===== config.mk =====
export PLATFORM = sky130hd
export DESIGN_NAME = icache_ctrl_flat
export DESIGN_NICKNAME = d
export VERILOG_FILES = /design/src/rtl/icache_ctrl_if.sv /design/src/rtl/icache_ctrl.sv /design/src/flat_wrapper.sv
export SDC_FILE = /design/constraint.sdc
export NUM_CORES = 1
export LEC_CHECK = 0
export CAP_MARGIN = 20
export CORE_MARGIN = 4
export CORE_UTILIZATION = 42
export CTS_CLUSTER_DIAMETER = 100
export DETAILED_ROUTE_END_ITERATION = 10
export GPL_ROUTABILITY_DRIVEN = 0
export MAX_ROUTING_LAYER = met4
export PLACE_DENSITY = 0.86
export SLEW_MARGIN = 20
export SYNTH_ARGS = -nofsm -noshare
export SYNTH_HDL_FRONTEND = slang
export SYNTH_SLANG_ARGS = --single-unit

===== constraint.sdc =====
create_clock -name clk -period 2.2 [get_ports clk]
set_clock_uncertainty 0.05 [all_clocks]
set_input_delay 0.44 -clock clk [delete_from_list [all_inputs] [get_ports clk]]
set_output_delay 0.44 -clock clk [all_outputs]
set_load 0.005 [all_outputs]

===== src/rtl/icache_ctrl_if.sv =====
// Bus bundle between the icache refill controller and its environment
// (IF stage / icache lookup side, memory read handshake, cache fill port).
// master: the refill controller. slave: the fetch/cache/memory side.
interface icache_ctrl_if #(
  parameter int unsigned ADDR_WIDTH = 32
) ();
  logic [ADDR_WIDTH-1:0] addr;
  logic                  hit;
  logic                  stall;
  logic                  mem_req;
  logic [ADDR_WIDTH-1:0] mem_addr;
  logic                  mem_ack;
  logic [31:0]           mem_data;
  logic                  fill_we;
  logic [ADDR_WIDTH-1:0] fill_addr;
  logic [31:0]           fill_data;
  logic                  fill_last;

  modport master (
    input  addr, hit, mem_ack, mem_data,
    output stall, mem_req, mem_addr, fill_we, fill_addr, fill_data, fill_last
  );

  modport slave (
    output addr, hit, mem_ack, mem_data,
    input  stall, mem_req, mem_addr, fill_we, fill_addr, fill_data, fill_last
  );
endinterface


===== src/rtl/icache_ctrl.sv =====
// Instruction cache refill controller. On a miss it stalls fetch, reads the
// whole line word by word (in order from the line base) over a req/ack
// handshake and streams each word into the cache fill port one cycle after
// its ack.
// Optional miss counter: define ICACHE_CTRL_STATS_EN to build it; otherwise
// miss_count is tied to zero.
module icache_ctrl #(
  parameter int unsigned LINE_WORDS = 4,
  parameter int unsigned ADDR_WIDTH = 32
) (
  input  logic          clk,
  input  logic          reset,
  icache_ctrl_if.master bus,
  output logic [31:0]   miss_count
);

  localparam int unsigned CW = $clog2(LINE_WORDS);

  localparam logic [1:0] S_IDLE  = 2'd0;
  localparam logic [1:0] S_FETCH = 2'd1;
  localparam logic [1:0] S_DONE  = 2'd2;

  localparam logic [CW-1:0]         LAST_WORD = CW'(LINE_WORDS - 1);
  localparam logic [ADDR_WIDTH-1:0] OFF_MASK  = ADDR_WIDTH'(LINE_WORDS * 4 - 1);

  logic [1:0]            state_q, state_d;
  logic [CW-1:0]         cnt_q, cnt_d;
  logic [ADDR_WIDTH-1:0] base_q, base_d;
  logic                  fill_we_q;
  logic [ADDR_WIDTH-1:0] fill_addr_q;
  logic [31:0]           fill_data_q;
  logic                  fill_last_q;

  logic                  miss_start;
  logic                  ack_fetch;
  logic                  word_last;
  logic [ADDR_WIDTH-1:0] word_addr;

  assign miss_start = (state_q == S_IDLE) && !bus.hit;
  assign ack_fetch  = (state_q == S_FETCH) && bus.mem_ack;
  assign word_last  = (cnt_q == LAST_WORD);
  // base_q has its offset bits cleared, so OR-ing the word offset is base+4*cnt
  assign word_addr  = base_q | ADDR_WIDTH'({cnt_q, 2'b00});

  // Next-state logic: latch line on miss, walk words on each ack, one DONE cycle
  always_comb begin
    state_d = state_q;
    cnt_d   = cnt_q;
    base_d  = base_q;
    case (state_q)
      S_IDLE: begin
        if (!bus.hit) begin
          state_d = S_FETCH;
          cnt_d   = '0;
          base_d  = bus.addr & ~OFF_MASK;
        end
      end
      S_FETCH: begin
        if (bus.mem_ack) begin
          if (word_last) state_d = S_DONE;
          else           cnt_d   = cnt_q + 1'b1;
        end
      end
      S_DONE:  state_d = S_IDLE;
      default: state_d = S_IDLE;
    endcase
  end

  // Controller state registers
  always_ff @(posedge clk) begin
    if (reset) begin
      state_q <= S_IDLE;
      cnt_q   <= '0;
      base_q  <= '0;
    end else begin
      state_q <= state_d;
      cnt_q   <= cnt_d;
      base_q  <= base_d;
    end
  end

  // Fill port: registered copy of each accepted memory word
  always_ff @(posedge clk) begin
    if (reset) begin
      fill_we_q   <= 1'b0;
      fill_addr_q <= '0;
      fill_data_q <= '0;
      fill_last_q <= 1'b0;
    end else begin
      fill_we_q   <= ack_fetch;
      fill_last_q <= ack_fetch && word_last;
      if (ack_fetch) begin
        fill_addr_q <= word_addr;
        fill_data_q <= bus.mem_data;
      end
    end
  end

  assign bus.stall     = !reset && ((state_q != S_IDLE) || !bus.hit);
  assign bus.mem_req   = (state_q == S_FETCH);
  assign bus.mem_addr  = word_addr;
  assign bus.fill_we   = fill_we_q;
  assign bus.fill_addr = fill_addr_q;
  assign bus.fill_data = fill_data_q;
  assign bus.fill_last = fill_last_q;

`ifdef ICACHE_CTRL_STATS_EN
  logic [31:0] miss_q;

  // Miss counter: one count per IDLE->FETCH transition, wraps naturally
  always_ff @(posedge clk) begin
    if (reset)           miss_q <= '0;
    else if (miss_start) miss_q <= miss_q + 32'd1;
  end

  assign miss_count = miss_q;
`else
  assign miss_count = '0;
`endif

endmodule


===== src/flat_wrapper.sv =====
// flat-port wrapper written by rule: the top's interface ports become plain ports
module icache_ctrl_flat 
#(
  parameter int unsigned LINE_WORDS = 4,
  parameter int unsigned ADDR_WIDTH = 32
)
  (clk, reset, miss_count, bus_addr, bus_hit, bus_mem_ack, bus_mem_data, bus_stall, bus_mem_req, bus_mem_addr, bus_fill_we, bus_fill_addr, bus_fill_data, bus_fill_last);
  icache_ctrl_if #(.ADDR_WIDTH(ADDR_WIDTH)) bus_i ();
  input  logic clk;
  input  logic reset;
  output logic [31:0] miss_count;
  input wire logic [$bits(bus_i.addr)-1:0] bus_addr;
  input wire logic [$bits(bus_i.hit)-1:0] bus_hit;
  input wire logic [$bits(bus_i.mem_ack)-1:0] bus_mem_ack;
  input wire logic [$bits(bus_i.mem_data)-1:0] bus_mem_data;
  output wire logic [$bits(bus_i.stall)-1:0] bus_stall;
  output wire logic [$bits(bus_i.mem_req)-1:0] bus_mem_req;
  output wire logic [$bits(bus_i.mem_addr)-1:0] bus_mem_addr;
  output wire logic [$bits(bus_i.fill_we)-1:0] bus_fill_we;
  output wire logic [$bits(bus_i.fill_addr)-1:0] bus_fill_addr;
  output wire logic [$bits(bus_i.fill_data)-1:0] bus_fill_data;
  output wire logic [$bits(bus_i.fill_last)-1:0] bus_fill_last;
  assign bus_i.addr = bus_addr;
  assign bus_i.hit = bus_hit;
  assign bus_i.mem_ack = bus_mem_ack;
  assign bus_i.mem_data = bus_mem_data;
  assign bus_stall = bus_i.stall;
  assign bus_mem_req = bus_i.mem_req;
  assign bus_mem_addr = bus_i.mem_addr;
  assign bus_fill_we = bus_i.fill_we;
  assign bus_fill_addr = bus_i.fill_addr;
  assign bus_fill_data = bus_i.fill_data;
  assign bus_fill_last = bus_i.fill_last;
  icache_ctrl #(.LINE_WORDS(LINE_WORDS), .ADDR_WIDTH(ADDR_WIDTH)) u_core (.clk(clk), .reset(reset), .bus(bus_i), .miss_count(miss_count));
endmodule

==> qor.csv, run 1 <==
metric,value,unit
status,finished clean,
ant_nets,0,
drive_above_1_share,4.76,%
synth.distinct_cells,19,
final-seq-area,1920,um2
hp-class,flop to flop,
synth-edff-count,0,
grt_pass1_wl,15500,um
rows,33,
drc,0,
min_period,2050,ps
crit_fanout,3,
die_w,101,um
syn_inst,455,
grt_pass1_vias,3297,
wl,9720,um
dieArea,10200,um2
cts_buffers,9,
cts_resized,0,
peakVddDrop,306,uV
yosysTopAreaCellShare,53.1,%
synth_warnings,0,
h-tree-depth,3,
netlist_area,3620,um2
num-nets-final,673,
maxSlewHeadroom,65.6,%
p_leak,1.95,nW
vias,3308,
drt_iter0_markers,127,
cap_viol_max_count,0,
placed_area,5130,um2
wl_per_cell,13.6,um
core,8300,um2
antenna_found_initial,0,
setup-tns-final,0,ps
ys.flop_type,dfxtp_1,
hold_viol,0,
grt_max_degree,65,
port_buffers,159,
finalPower,3.38,mW
hold_buffers,0,
ys_async_sr_fraction,0,%
grt.overflow.total,0,
yosysSeqAreaShare,53.1,%
avgViaCountPerCell,4.63,
worst_setup_path_end_kind,primary output,
finalCritPeriodShare,93.0,%
cts.sinks,96,
stdcell_count,714,
worst_pin_slew,516,ps
layout_setup_ws,154,ps
cts.path.max_buffers,2,
reg2reg_from,u_core.state_q[1]$_SDFFE_PP0P_,
grt_setup_unrepaired,false,
final_core_util,64.1,%
start_kind,input port,
clk_pin_slew,80,ps
area_delta_synth_final,46.9,%
synth_commonest_cells,"nand2_1, dfxtp_1, a21oi_1",
pin_count,200,
root_buffer,clkbuf_8,
hp-start,u_core.bus.fill_data[31]$_SDFFE_PP0P_,
final.fill_count,730,
hold_ws,406,ps
cts_setup_buffers,0,
crit_type,input port to primary output,
die_h,101,um
crit_start,bus_hit,
cts_tree,yes,
worstPathRequired,1710,ps
finalSetupViolCount,0,
clock_latency,340,ps
yosysMostFrequentCell,nand2_1,
avgSynthCellArea,7.96,um2
ys_seq_elements,96,
synth_top_area_cell,dfxtp_1,
multi_input_area,1400,um2
dr.pass1.iters,4,
fmax,489,MHz
synthTopCellsByArea,"dfxtp_1, nand2_1, a21oi_1, buf_4, buf_2",
p_per_area,636,nW/um2
initial_utilization,43.6,%
hpwl,7160,um
postLayoutCellArea,5320,um2
insertedDiodeCount,0,
slew_viol_final,0,
numPlacedInstances,698,
dpl_worst_slack,160,ps
grt_usage,19.5,%
cp.arrival,1560,ps
==> final timing paths <==
| path | slack (ps) | end | cells after the start |
|---|---|---|---|
| max reg2reg | 720 | u_core.bus.fill_addr[11]$_SDFFE_PP0P_ | 4 |
| min reg2reg | 410 | u_core.bus.fill_data[31]$_SDFFE_PP0P_ | 2 |
| min | 410 | u_core.bus.fill_data[31]$_SDFFE_PP0P_ | 2 |
| max | 150 | bus_stall | 3 |
==> layer usage <==
layer / vias up / share of wire (%) / track usage (%)
li1: 1680 / - / -
met1: 1491 / 38 / 21.6
met2: 122 / 52 / 33.7
met3: 15 / 8.0 / 5.26
met4: 0 / 1.6 / 7.05
met5: - / 0 / -
==> sequential cells by signal, summed over array words and instances (netlist names) <==
name,flops
u_core.bus.fill_data,32
u_core.bus.fill_addr,30
u_core.base_q,28
u_core.cnt_q,2
u_core.state_q,2
u_core.bus.fill_last,1
u_core.bus.fill_we,1
==> worst max-delay path: stages <==
cell,delay (ps)
clkdlybuf4s50_1,440
a21oi_1,140
clkdlybuf4s50_1,530
==> placed cells by master (no fill, tap or decap), types with 2 or more instances in the layout <==
cell type and n:
nand2_1 182, clkdlybuf4s50_1 158, dfxtp_1 96, a21oi_1 92, conb_1 36, clkbuf_8 11
buf_4 10, nor2_1 3, o2111ai_1 3, nor2b_1 2, and3_1 2, clkinvlp_4 2
==> cell type report <==
cell class | count | area share, %
sequential | 96 | 36.1
timing repair buffer | 170 | 31.6
multi-input combinational | 326 | 26.3
clock buffer | 12 | 2.92
tap | 105 | 2.47
clock inverter | 4 | 0.541
inverter | 1 | 0.0706
==> report_power, final <==
| part | leakage [nW] | total [mW] | switching [mW] | internal [mW] |
|---|---|---|---|---|
| combinational | 1.08 | 0.478 | 0.210 | 0.268 |
| sequential | 0.781 | 1.85 | 0.0423 | 1.80 |
| clock | 0.0886 | 1.06 | 0.586 | 0.474 |
==> cells by family after synthesis <==
kind of cell    count (synthesis)  synth area share (%)
flops                          96                  53.1
fa+ha+maj                       1                 0.346
buf+inv                        68                  12.1
simple gates                  193                  20.6
other cells                     1                 0.104
compound gates                 96                  13.7
(Power assumes the default switching activity.)
==> run 2: changes to the inputs <==
Settings changed: GPL_TIMING_DRIVEN set to 0.
==> run 2 against run 1 <==
Compared with the run above: global-route usage rose by 0.42 points; highest routed layer unchanged; combinational power grew 12%; first-iteration DRC count is 47% lower; sequential share of layout area is 2.3 points lower; cell area increased by 6.7%; final cell count grew 7.7%; total power rose by 5.5%; register-to-register slack better by 110 ps; worst setup slack worse by 24 ps; via count increased by 6.2%; sequential power about the same; largest power group unchanged; wire length grew 5.6%.
==> qor.csv, run 2 (synthesis results as in run 1) <==
metric,value,unit,change
intPower,2.71,mW,+6.4%
vias,3513,,+6.2%
min_to,u_core.bus.fill_data[23]$_SDFFE_PP0P_,,
hold_ws,406,ps,-0.508 ps
worst_pin_slew,561,ps,+44.5 ps
root_buffer,clkbuf_8,,
cts_resized,0,,unchanged
num-nets-final,728,,+8.2%
slew_viol_final,0,,unchanged
status,finished clean,,
initial_utilization,43.6,%,unchanged
fmax,483,MHz,-1.2%
wl,10300,um,+5.6%
reg2reg_from,u_core.state_q[1]$_SDFFE_PP0P_,,
cts_tree,yes,,
cp.arrival,1580,ps,+20 ps
largest_register_ffs,32,,unchanged
finalSetupViolCount,0,,unchanged
ant_nets,0,,unchanged
hold_viol,0,,unchanged
core,8300,um2,unchanged
grt_max_degree,16,,-75%
dieArea,10200,um2,unchanged
worstHoldPathCells,2,,unchanged
h-tree-depth,3,,unchanged
clk_pin_slew,90,ps,about the same
cts.path.max_buffers,2,,unchanged
grt_setup_unrepaired,false,,
hpwl,7920,um,+11%
layout_commonest_cell,nand2_1,,
reg2regPathDepth,4,,unchanged
peakVddDrop,375,uV,+23%
drive_above_1_share,10.7,%,+5.9 points
pwr-share-seq,51.8,%,-2.7 points
area_delta_synth_final,56.7,%,
cts.sinks,96,,unchanged
crit_type,flop to primary output,,
setup-tns-final,0,ps,unchanged
insertedDiodeCount,0,,unchanged
worstPathRequired,1710,ps,about the same
worst_setup_path_end_kind,primary output,,
drc,0,,unchanged
antenna_found_initial,0,,unchanged
sw_frac_of_total,24.1,%,-0.65 points
cap_viol_max_count,0,,unchanged
die_w,101,um,unchanged
grt_usage,20.0,%,+0.42 points
p_leak,2.21,nW,+13%
cts_setup_buffers,0,,unchanged
hold_buffers,0,,unchanged
drt_iter0_markers,67,,-47%
hp-start,u_core.bus.fill_data[23]$_SDFFE_PP0P_,,
cts_buffers,9,,unchanged
p_switching,0.862,mW,+2.7%
grt_pass1_vias,3364,,+2.0%
die_h,101,um,unchanged
final.fill_count,703,,-3.7%
grt.overflow.total,0,,unchanged
rows,33,,unchanged
avgViaCountPerCell,4.57,,-1.4%
port_buffers,158,,-0.63%
hp-class,flop to flop,,
reg2reg_slack,830,ps,+110 ps
pin_count,200,,unchanged
p_clk_share,33.2,%,+1.9 points
crit_fanout,6,,+3
clock_latency,340,ps,about the same
pwr-share-comb,15.0,%,+0.9 points
start_kind,flop,,
wl_per_cell,13.3,um,-2.0%
min_period,2070,ps,+23.9 ps
regToRegEndpoint,u_core.cnt_q[0]$_SDFFE_PP0P_,,
dr.pass1.iters,4,,unchanged
final_cell_mix,"nand2_1, clkdlybuf4s50_1, dfxtp_1",,
grt_pass1_wl,15800,um,+1.9%
p_per_area,629,nW/um2,-1.1%
finalCritPeriodShare,94.1,%,+1.1 points
maxSlewHeadroom,62.6,%,-3.0 points
run 2: changes by cell type in the layout (fill, tap and decap cells not counted), moves of 2 or more:
cell	delta
buf_1	+5
buf_2	+8
buf_4	+36
clkbuf_1	+6
clkinvlp_4	-2
run 2: through the flow:
stage	setup slack [ps]	utilization [%]	cells	power [mW]	instance area, um2
after floorplan	772	-	490	2.12	3750
after global placement	82.7	65.8	753	2.41	5460
after detailed placement	57.9	65.8	753	2.42	5460
after CTS	52.9	68.3	769	3.59	5670
after global routing	2.04	68.4	769	3.73	5670
final	130	68.4	769	3.57	5670
run 2: cell type report:
type	count	area, um2	area share (%)
Sequential cell	96	1920	33.9
Inverter	1	3.75	0.0662
Multi-Input combinational cell	326	1390	24.5
Clock buffer	12	155	2.73
Buffer	67	437	7.70
Tap cell	105	131	2.32
Clock inverter	4	52.6	0.926
Timing Repair Buffer	158	1580	27.9
run 2: power groups by stage:
stage / Clock [mW] / Combinational (mW) / Sequential (mW)
finish: 1.18 / 0.537 / 1.85
global route: 1.29 / 0.584 / 1.86
CTS: 1.21 / 0.538 / 1.85
detailed placement: 0 / 0.535 / 1.89
global placement: 0 / 0.526 / 1.88
floorplan: 0 / 0.228 / 1.89
run 2: worst max-delay path: stages (launching register included):
cell and delay (ps):
dfxtp_1 400, nor2b_1 270, clkdlybuf4s50_1 580
run 2: worst max path at each step:
stage | from | slack (ps) | cells after the start | end
5_1_grt | u_core.state_q[0]$_SDFFE_PP0P_ | 2 | 2 | bus_mem_req
3_5_place_dp | reset | 60 | 4 | bus_stall
4_1_cts | reset | 50 | 4 | bus_stall
6_report | u_core.state_q[0]$_SDFFE_PP0P_ | 130 | 2 | bus_mem_req
2_1_floorplan | reset | 770 | 3 | bus_stall
3_3_place_gp | reset | 80 | 4 | bus_stall
run 2: metal layers:
metal	global-route usage (%)	up-vias	routed length (um)
met1	22.8	1583	4160
met5	-	-	0
met3	3.67	18	625
li1	-	1797	-
met2	34.9	115	5290
met4	6.74	0	184
